==> config.mk <==
export PLATFORM = sky130hd
export DESIGN_NAME = display_scan_driver
export DESIGN_NICKNAME = d
export VERILOG_FILES = /design/src/rtl/display_pkg.sv /design/src/rtl/bin8_to_bcd_seq.sv /design/src/rtl/display_scan_driver.sv
export SDC_FILE = /design/constraint.sdc
export NUM_CORES = 1
export LEC_CHECK = 0
export CAP_MARGIN = 20
export CORE_MARGIN = 1
export CORE_UTILIZATION = 50
export DETAILED_ROUTE_END_ITERATION = 10
export PLACE_DENSITY = 0.77
export SYNTH_ARGS = -nofsm -noshare
export SYNTH_HDL_FRONTEND = slang
export SYNTH_SLANG_ARGS = --single-unit
export TNS_END_PERCENT = 50
==> constraint.sdc <==
create_clock -name clk -period 7 [get_ports clk]
set_input_delay 1.75 -clock clk [delete_from_list [all_inputs] [get_ports clk]]
set_output_delay 1.75 -clock clk [all_outputs]
set_load 0.01 [all_outputs]
==> src/rtl/display_pkg.sv <==
// Shared types and segment constants for the seven-segment result display.
// Segment patterns are active-low, bit order gfedcba.
package display_pkg;

  typedef enum logic [1:0] {StIdle, StConv, StLatch} bcd_state_e;

  localparam logic [6:0] SEG_BLANK = 7'b1111111;
  localparam logic [6:0] SEG_MINUS = 7'b0111111;

  localparam logic [6:0] SEG_DIGITS [10] = '{
    7'b1000000, 7'b1111001, 7'b0100100, 7'b0110000, 7'b0011001,
    7'b0010010, 7'b0000010, 7'b1111000, 7'b0000000, 7'b0011000
  };

  function automatic logic [6:0] digit_to_seg(input logic [3:0] d);
    if (d > 4'd9) return SEG_BLANK;
    return SEG_DIGITS[d];
  endfunction

endpackage

==> src/rtl/bin8_to_bcd_seq.sv <==
// Serial 8-step double-dabble: 8-bit unsigned magnitude to three BCD digits.
// valid is high during the LATCH state, while hund/tens/ones hold the result.
module bin8_to_bcd_seq
  import display_pkg::*;
(
  input  logic       clk,
  input  logic       rst,
  input  logic       start,
  input  logic [7:0] mag,
  output logic       busy,
  output logic       valid,
  output logic [3:0] hund,
  output logic [3:0] tens,
  output logic [3:0] ones
);

  bcd_state_e  state_q, state_d;
  logic [19:0] sr_q, sr_d;
  logic [2:0]  step_q, step_d;
  logic [19:0] adj;

  function automatic logic [3:0] add3(input logic [3:0] n);
    return (n >= 4'd5) ? n + 4'd3 : n;
  endfunction

  always_comb begin
    adj = {add3(sr_q[19:16]), add3(sr_q[15:12]), add3(sr_q[11:8]), sr_q[7:0]};
    state_d = state_q;
    sr_d    = sr_q;
    step_d  = step_q;
    unique case (state_q)
      StIdle: begin
        if (start) begin
          sr_d    = {12'b0, mag};
          step_d  = 3'd0;
          state_d = StConv;
        end
      end
      StConv: begin
        sr_d   = {adj[18:0], 1'b0};
        step_d = step_q + 3'd1;
        if (step_q == 3'd7) state_d = StLatch;
      end
      StLatch: state_d = StIdle;
      default: state_d = StIdle;
    endcase
  end

  always_ff @(posedge clk or posedge rst) begin
    if (rst) begin
      state_q <= StIdle;
      sr_q    <= '0;
      step_q  <= '0;
    end else begin
      state_q <= state_d;
      sr_q    <= sr_d;
      step_q  <= step_d;
    end
  end

  assign busy  = (state_q != StIdle);
  assign valid = (state_q == StLatch);
  assign hund  = sr_q[19:16];
  assign tens  = sr_q[15:12];
  assign ones  = sr_q[11:8];

endmodule

==> src/rtl/display_scan_driver.sv <==
// Converts a signed 8-bit product to sign + three BCD digits and scans them
// onto four active-low anodes with active-low gfedcba segments.
module display_scan_driver
  import display_pkg::*;
#(
  parameter int unsigned REFRESH_DIV = 100000
) (
  input  logic       clk,
  input  logic       rst,
  input  logic       load,
  input  logic [7:0] value,
  output logic       busy,
  output logic       done,
  output logic [3:0] an,
  output logic [6:0] seg
);

  localparam int unsigned PreW = (REFRESH_DIV > 1) ? $clog2(REFRESH_DIV) : 1;

  logic       conv_busy, conv_valid;
  logic [3:0] c_hund, c_tens, c_ones;
  logic [7:0] mag;

  logic            sign_pend_q, sign_pend_d;
  logic            disp_neg_q, disp_neg_d;
  logic [3:0]      disp_hund_q, disp_hund_d;
  logic [3:0]      disp_tens_q, disp_tens_d;
  logic [3:0]      disp_ones_q, disp_ones_d;
  logic            done_q, done_d;
  logic [PreW-1:0] pre_q, pre_d;
  logic [1:0]      idx_q, idx_d;
  logic [3:0]      an_q, an_d;
  logic [6:0]      seg_q, seg_d;

  // -128 negates to 8'h80, which reads correctly as unsigned 128.
  assign mag = value[7] ? (~value + 8'd1) : value;

  bin8_to_bcd_seq u_conv (
    .clk   (clk),
    .rst   (rst),
    .start (load),
    .mag   (mag),
    .busy  (conv_busy),
    .valid (conv_valid),
    .hund  (c_hund),
    .tens  (c_tens),
    .ones  (c_ones)
  );

  always_comb begin
    sign_pend_d = (load && !conv_busy) ? value[7] : sign_pend_q;
    disp_neg_d  = conv_valid ? sign_pend_q : disp_neg_q;
    disp_hund_d = conv_valid ? c_hund : disp_hund_q;
    disp_tens_d = conv_valid ? c_tens : disp_tens_q;
    disp_ones_d = conv_valid ? c_ones : disp_ones_q;
    done_d      = conv_valid;

    pre_d = pre_q + PreW'(1);
    idx_d = idx_q;
    if (pre_q == PreW'(REFRESH_DIV - 1)) begin
      pre_d = '0;
      idx_d = idx_q + 2'd1;
    end

    // Outputs are built from the next index and digits so an/seg track idx_q exactly.
    an_d  = ~(4'b0001 << idx_d);
    seg_d = SEG_BLANK;
    unique case (idx_d)
      2'd0: seg_d = digit_to_seg(disp_ones_d);
      2'd1: seg_d = (disp_hund_d == 4'd0 && disp_tens_d == 4'd0) ? SEG_BLANK
                                                                  : digit_to_seg(disp_tens_d);
      2'd2: seg_d = (disp_hund_d == 4'd0) ? SEG_BLANK : digit_to_seg(disp_hund_d);
      2'd3: seg_d = disp_neg_d ? SEG_MINUS : SEG_BLANK;
      default: seg_d = SEG_BLANK;
    endcase
  end

  always_ff @(posedge clk or posedge rst) begin
    if (rst) begin
      sign_pend_q <= 1'b0;
      disp_neg_q  <= 1'b0;
      disp_hund_q <= '0;
      disp_tens_q <= '0;
      disp_ones_q <= '0;
      done_q      <= 1'b0;
      pre_q       <= '0;
      idx_q       <= '0;
      an_q        <= 4'b1110;
      seg_q       <= 7'b1000000;
    end else begin
      sign_pend_q <= sign_pend_d;
      disp_neg_q  <= disp_neg_d;
      disp_hund_q <= disp_hund_d;
      disp_tens_q <= disp_tens_d;
      disp_ones_q <= disp_ones_d;
      done_q      <= done_d;
      pre_q       <= pre_d;
      idx_q       <= idx_d;
      an_q        <= an_d;
      seg_q       <= seg_d;
    end
  end

  assign busy = conv_busy;
  assign done = done_q;
  assign an   = an_q;
  assign seg  = seg_q;

endmodule
== Word level (Yosys, flattened, before mapping) ==
Memories as Yosys holds them, arrays and structs flattened.
Index checks and enable logic that the tools add are counted.

* Latch bits: 0
* Input port bits: 11
* Memories: 3
* Bits in read-only memories: 336
* Output and inout bits: 13
* Bits in registers: 70
* Logic and storage cells: 97
* Memory bits (writable): 0

{| class="wikitable"
|+ Memory list
! memory !! words !! bits a word !! rd ports !! clocked after Yosys merged registers in !! write ports !! RTL line !! source
|-
| (no name shown) || 16 || 7 || 1 || 0 || 0 || display_pkg.sv:17 || <nowiki>return SEG_DIGITS[d];</nowiki>
|-
| (no name shown) || 16 || 7 || 1 || 0 || 0 || display_pkg.sv:17 ||
|-
| (no name shown) || 16 || 7 || 1 || 0 || 0 || display_pkg.sv:17 ||
|}

* $lt $le $gt $ge: 9
* Bitwise logic cells: 5
* Shift operators: 1
* Add/subtract/negate cells: 7
* Muxes and demuxes: 39
* Multiply operators: 0
* Equality and inequality tests: 9
* Reduce and logical (&&, ||, !) cells: 11
* Div/mod/pow operators: 0

{| class="wikitable"
|+ Operator list
! kind !! number
|-
| 2-to-1 mux 7 bit || 15
|-
| case mux 20 bit (2 select lines) || 1
|-
| case mux 7 bit (4 select lines) || 1
|-
| 2-to-1 mux 20 bit || 1
|-
| 2-to-1 mux 4 bit || 5
|-
| adder 17 x 1 -> 17 bit, second input constant || 1
|-
| == test 17 bit, second input constant || 1
|-
| 2-to-1 mux 17 bit || 1
|-
| >= comparator 5 bit, second input constant || 3
|-
| inverter 4 -> 5 bit || 3
|-
| >= comparator 4 x 3 -> 1 bit, second input constant || 3
|-
| greater-than comparator 4 bit, second input constant || 3
|-
| adder 4 x 2 -> 4 bit, second input constant || 2
|-
| adder 8 x 1 -> 8 bit, second input constant || 1
|-
| logical NOT 4 bit || 2
|-
| 2-to-1 mux 8 bit || 1
|-
| inverter 8 bit || 1
|-
| 2-to-1 mux 1 bit || 7
|-
| == test 2 bit, second input constant || 3
|-
| 2-to-1 mux 2 bit || 3
|-
| 2-to-1 mux 3 bit || 2
|-
| case mux 3 bit (2 select lines) || 1
|-
| == test 2 x 1 -> 1 bit, second input constant || 2
|-
| logical NOT 2 bit || 2
|-
| 13 further kinds || 16
|}

== Longest topological paths before layout ==
* Depth in word-level cells: 9
* Depth in mapped cells: 12
* Mapped depth without buffers: 10

== Hierarchy ==
From an unflattened synthesis, not the netlist that was laid out.

* Cells, all modules: 451
* Area, all modules: 4252.8 µm²

{| class="wikitable"
|+ By module, submodules not included
! module !! times used !! area an instance (µm²) !! cells each !! sequential area each (µm²)
|-
| display_scan_driver || 1 || 2857.7 || 311 || 1131.1
|-
| bin8_to_bcd_seq || 1 || 1395.1 || 140 || 625.6
|}

== Worst setup path after synthesis ==
No wires, ideal clock.

* Path kind: input-to-reg
* From: in value[1]
* To: reg u_conv.sr_q[5]
* Buffers on the path: 0
* Setup time: 134 ps
* Data arrival time: 2598 ps
* Stages on the path: 4
* Required time: 6866 ps
* Path slack: 4267 ps
* Path through: or3_1 -> o31ai_1 -> xor2_1 -> o21ai_0

* Cells in the longest elaborated chain, start to end: 5

{| class="wikitable"
|+ Ends and longest elaborated chain
! what !! RTL line !! source
|-
| start, declared || display_scan_driver.sv:11 || <nowiki>input logic [7:0] value,</nowiki>
|-
| inverter 8 bit || display_scan_driver.sv:36 || <nowiki>assign mag = value[7] ? (~value + 8'd1) : value;</nowiki>
|-
| adder 8 x 1 -> 8 bit || display_scan_driver.sv:36 ||
|-
| 2-to-1 mux 8 bit || display_scan_driver.sv:36 ||
|-
| 2-to-1 mux 20 bit || bin8_to_bcd_seq.sv:33 || <nowiki>if (start) begin</nowiki>
|-
| case mux 20 bit (2 select lines) || bin8_to_bcd_seq.sv:31 || <nowiki>unique case (state_q)</nowiki>
|-
| end signal, assigned || bin8_to_bcd_seq.sv:56 || <nowiki>sr_q <= sr_d;</nowiki>
|-
| end, declared || bin8_to_bcd_seq.sv:18 || <nowiki>logic [19:0] sr_q, sr_d;</nowiki>
|}

Every way passes these cells. The select of a mux whose other input is x is not followed.
A chain may end at the register's enable or synchronous reset.

== Worst setup path in the final report ==
* From: reg u_conv.state_q[0]
* To: reg seg_q[2], in the netlist seg[2]

* Cells in the longest elaborated chain, start to end: 9
* Elaborated cells on any way between the ends: 34
* Those cells by class: order compare: 3; eq/ne: 1; mux: 21; bitwise: 3; reduce/logical: 3; memory: 3

{| class="wikitable"
|+ Ends and longest elaborated chain
! what !! RTL line !! source
|-
| start, declared || bin8_to_bcd_seq.sv:17 || <nowiki>bcd_state_e state_q, state_d;</nowiki>
|-
| start signal, assigned || bin8_to_bcd_seq.sv:51 || <nowiki>state_q <= StIdle;</nowiki>
|-
| start signal, assigned || bin8_to_bcd_seq.sv:55 || <nowiki>state_q <= state_d;</nowiki>
|-
| == test 2 bit * || bin8_to_bcd_seq.sv:62 || <nowiki>assign valid = (state_q == StLatch);</nowiki>
|-
| via conv_valid || display_scan_driver.sv:20 || <nowiki>logic conv_busy, conv_valid;</nowiki>
|-
| 2-to-1 mux 4 bit (on tied branches) || display_scan_driver.sv:53, display_scan_driver.sv:54 ||
|-
| inverter 4 -> 5 bit (not written as such) || display_pkg.sv:17 ||
|-
| memory (16 x 7 bit) || - ||
|-
| 2-to-1 mux 7 bit (not written as such) (2 in series) || display_pkg.sv:17 ||
|-
| 2-to-1 mux 7 bit || display_pkg.sv:17 ||
|-
| 2-to-1 mux 7 bit (on tied branches) || display_scan_driver.sv:72, display_scan_driver.sv:70 ||
|-
| case mux 7 bit (4 select lines) * || display_scan_driver.sv:68 || <nowiki>unique case (idx_d)</nowiki>
|-
| via seg_d[2] || display_scan_driver.sv:33 || <nowiki>logic [6:0] seg_q, seg_d;</nowiki>
|-
| end signal, assigned || display_scan_driver.sv:100 || <nowiki>seg_q <= seg_d;</nowiki>
|-
| end, declared || display_scan_driver.sv:33 ||
|}

The timed path passes the listed nets; every way through them passes the cells marked *. The select of a mux whose other input is x is not followed.

==> flow_summary.ini <==
[status]
status = completed

[clock_network]
cts_sinks = 70
clock_latency_ns = 0.34
htree_levels = 3
clockRootBuffer = clkbuf_8
post_cts_buffers = 0
cts_hold_buf = 0
clk_path_buf_depth = 2
numCtsBuffers = 9
cts_tree = built
clkTransAtPathRegs_ns = 0.08
cts-resized-gates = 0

[placement]
placed_cell_area_um2 = 4200
portBuffers = 23
routabilityCongestion = 0.900
hpwl_um = 5190

[setup_path]
crit_type = flop to flop
cp-endpoint = seg[2]
reg2reg_depth = 10
timing.rr.start = u_conv.state_q[0]
worst_setup_path_start_kind = flop
end_kind = flop
timing.reg2reg.setup_slack_ns = 3.58
worstSetupStartpoint = u_conv.state_q[0]
rr_endpoint = seg[2]
arrival_ns = 3.64
worstPathMaxFanout = 21
cp.required_ns = 7.22

[power]
intPower_uw = 1010
p_leak_uw = 0.00203
p_total_uw = 1680
comb_power_share_pct = 42.2
power.share.clock_pct = 22.3
p_switching_uw = 670
sw_frac_of_total_pct = 39.9
ir_drop_v = 0.000156
powerDensity_nw_per_um2 = 379
seq_power_share_pct = 35.5

[sta]
setup_viol = 0
report.final.slew_viol_count = 0
tightestPinTransition_ns = 0.871
grt_setup_unrepaired = false
fin_crit_ns = 3.42
fmax_mhz = 293
fin_skew_ns = 0.00999
slew-limit-headroom_pct = 41.9
finalSetupTns_ns = 0
final-hold-violation-count = 0
timing.final.crit_share_pct = 48.8

[synth]
synth_xor_xnor_area_share_pct = 5.58
syn_nets = 447
synth-simple-area-share_pct = 18.7
synth-seq-cells = 70
ys_async_sr_fraction_pct = 100
synth-compound-area-share_pct = 15.2
synth.area.mux_share_pct = 2.92
synth-adder-area-share_pct = 8.34
synth_cell_types = 60
synth_top_family_by_area = simple AND/OR/NAND/NOR gates
ys_seq_area_share_pct = 45.0
synthCells = 410
yosysWarnings = 0
synth.avg_cell_area_um2 = 9.52
ys.flop_type = dfrtp_1
synth-edff-count = 0
synth_area_um2 = 3900

[global_route]
grt_max_degree = 71
grt_pass1_wl_um = 13000
grt_pass1_vias = 2920
track_usage_pct = 19.6
grt_antenna_before_repair = 0
overflow = 0

[routing]
antenna_left = 0
vias = 3023
drcViolationCount = 0
routed_wl_um = 7390
dr.pass1.iters = 4
routed_via_density = 5.63
dr.first_iter.drc_count = 117
wl_per_cell_um = 13.8

[floorplanning]
core-area_um2 = 7410
start_util_pct = 52.7
die_h_um = 90.3
io-pin-count = 24
die_w_um = 90.3
row_count = 31
dieArea_um2 = 8160

[final_layout]
design_area_um2 = 4430
syn_to_final_growth_pct = 13.4
finalNetCount = 470
drive_gt1_share_pct = 7.76
post-route-util_pct = 59.7
diodes = 0

[min_path]
hold_path.class = flop to flop

[job]
cap_violations = 0
-- layout by cell type (no fill, tap or decap), types with 4 or more instances in the layout --
cell | Yosys | layout
clkbuf_8 | 0 | 9
nor2b_1 | 5 | 5
dfrtp_1 | 66 | 66
and2_1 | 4 | 4
nand2b_1 | 7 | 7
a21oi_1 | 19 | 19
xor2_1 | 10 | 10
xnor2_1 | 13 | 13
a221oi_1 | 5 | 5
ha_1 | 26 | 26
inv_6 | 0 | 4
o31ai_1 | 5 | 5
nor2_1 | 30 | 30
o21ai_0 | 36 | 36
dfstp_2 | 4 | 4
a22oi_1 | 6 | 6
inv_1 | 23 | 22
nor3_1 | 7 | 7
and3_1 | 5 | 5
mux2i_1 | 8 | 8
nand3_1 | 21 | 21
nand2_1 | 51 | 51
clkdlybuf4s50_1 | 0 | 23
-- cell families (layout without fill, tap and decap cells) --
group	after synthesis	count (layout)
and+or+nand+nor	149	149
AOI/OAI and AO/OA	93	93
DFF	70	70
buffers and inverters	38	66
xor gates and xnor gates	24	24
muxes	10	10
adders and majority gates	26	26
-- worst min path at each step --
stage                         startpoint              to  slack (ns)  cells after the start
after global routing      u_conv.sr_q[7]  u_conv.sr_q[8]        0.52                      2
final                     u_conv.sr_q[7]  u_conv.sr_q[8]        0.49                      2
after floorplan               disp_neg_q      disp_neg_q        0.44                      2
after CTS                       pre_q[0]        pre_q[0]        0.49                      1
after global placement    u_conv.sr_q[7]  u_conv.sr_q[8]        0.47                      2
after detailed placement  u_conv.sr_q[7]  u_conv.sr_q[8]        0.48                      2
-- synthesized netlist by cell type, types with 2 or more instances --
library cell   n  area, um2
a21boi_0       2       15.0
a21oi_1       19       95.1
a221oi_1       5       43.8
a22oi_1        6       45.0
a31oi_1        3       18.8
a32o_1         3       30.0
and2_1         4       25.0
and3_1         5       31.3
and4_1         2       17.5
and4b_1        3       30.0
buf_1          2       7.51
clkbuf_1       7       26.3
dfrtp_1       66       1650
dfstp_2        4        105
ha_1          26        325
inv_1         23       86.3
mux2i_1        8       80.1
nand2_1       51        191
nand2b_1       7       43.8
nand3_1       21        105
nand4_1        2       12.5
nor2_1        30        113
nor2_2         2       12.5
nor2b_1        5       31.3
nor3_1         7       35.0
nor3b_1        2       15.0
o21ai_0       36        180
o31ai_1        5       37.5
or3_1          2       12.5
xnor2_1       13        114
xor2_1        10       87.6
-- through the flow --
step                hold slack [ns]  worst slack, ns  instances
finish                        0.486             3.58        537
global route                  0.523             3.27        537
CTS                           0.489             3.59        537
detailed placement            0.475             3.64        521
global placement              0.470             3.73        521
floorplan                     0.436             3.49        410
-- per-layer routing --
layer	vias up	global-route usage, %	share of wire [%]
li1	1485	-	-
met1	1443	25.6	46
met2	81	31.8	47
met3	14	2.95	4.1
met4	0	9.68	2.5
met5	-	0	0
-- cell type report --
type,instances,area (um2)
multi-input cells,302,1980
clock buffers,9,124
fillers,628,2980
well taps,99,124
flip-flops and latches,70,1760
repair buffers,25,245
clock inverters,7,103
inverters,25,93.8
-- state kept, by name, indices dropped and copies added (netlist names) --
| register | flops |
|---|---|
| u_conv.sr_q | 20 |
| u_conv.state_q | 2 |
| pre_q | 17 |
| disp_hund_q | 4 |
| disp_ones_q | 4 |
| seg | 7 |
| done | 1 |
| an | 4 |
| u_conv.step_q | 3 |
| disp_tens_q | 4 |
| disp_neg_q | 1 |
| idx_q | 2 |
| sign_pend_q | 1 |
-- power groups by stage --
| stage | Clock [uW] | Sequential (uW) | Combinational, uW |
|---|---|---|---|
| 2_1_floorplan | 0 | 591 | 517 |
| 3_3_place_gp | 0 | 602 | 680 |
| 3_5_place_dp | 0 | 603 | 702 |
| 4_1_cts | 377 | 597 | 708 |
| 5_1_grt | 395 | 613 | 809 |
| 6_report | 374 | 597 | 708 |
-- critical path, stage by stage, from the launching register on --
cell	delay, ns
dfrtp_1	0.38
nand2b_1	0.66
clkinv_1	0.42
a21boi_0	0.63
ha_1	0.35
nand2_1	0.09
nor2_1	0.09
a221oi_1	0.13
nor2_1	0.15
nor2_2	0.08
a221oi_1	0.33
(Power assumes the default switching activity.)
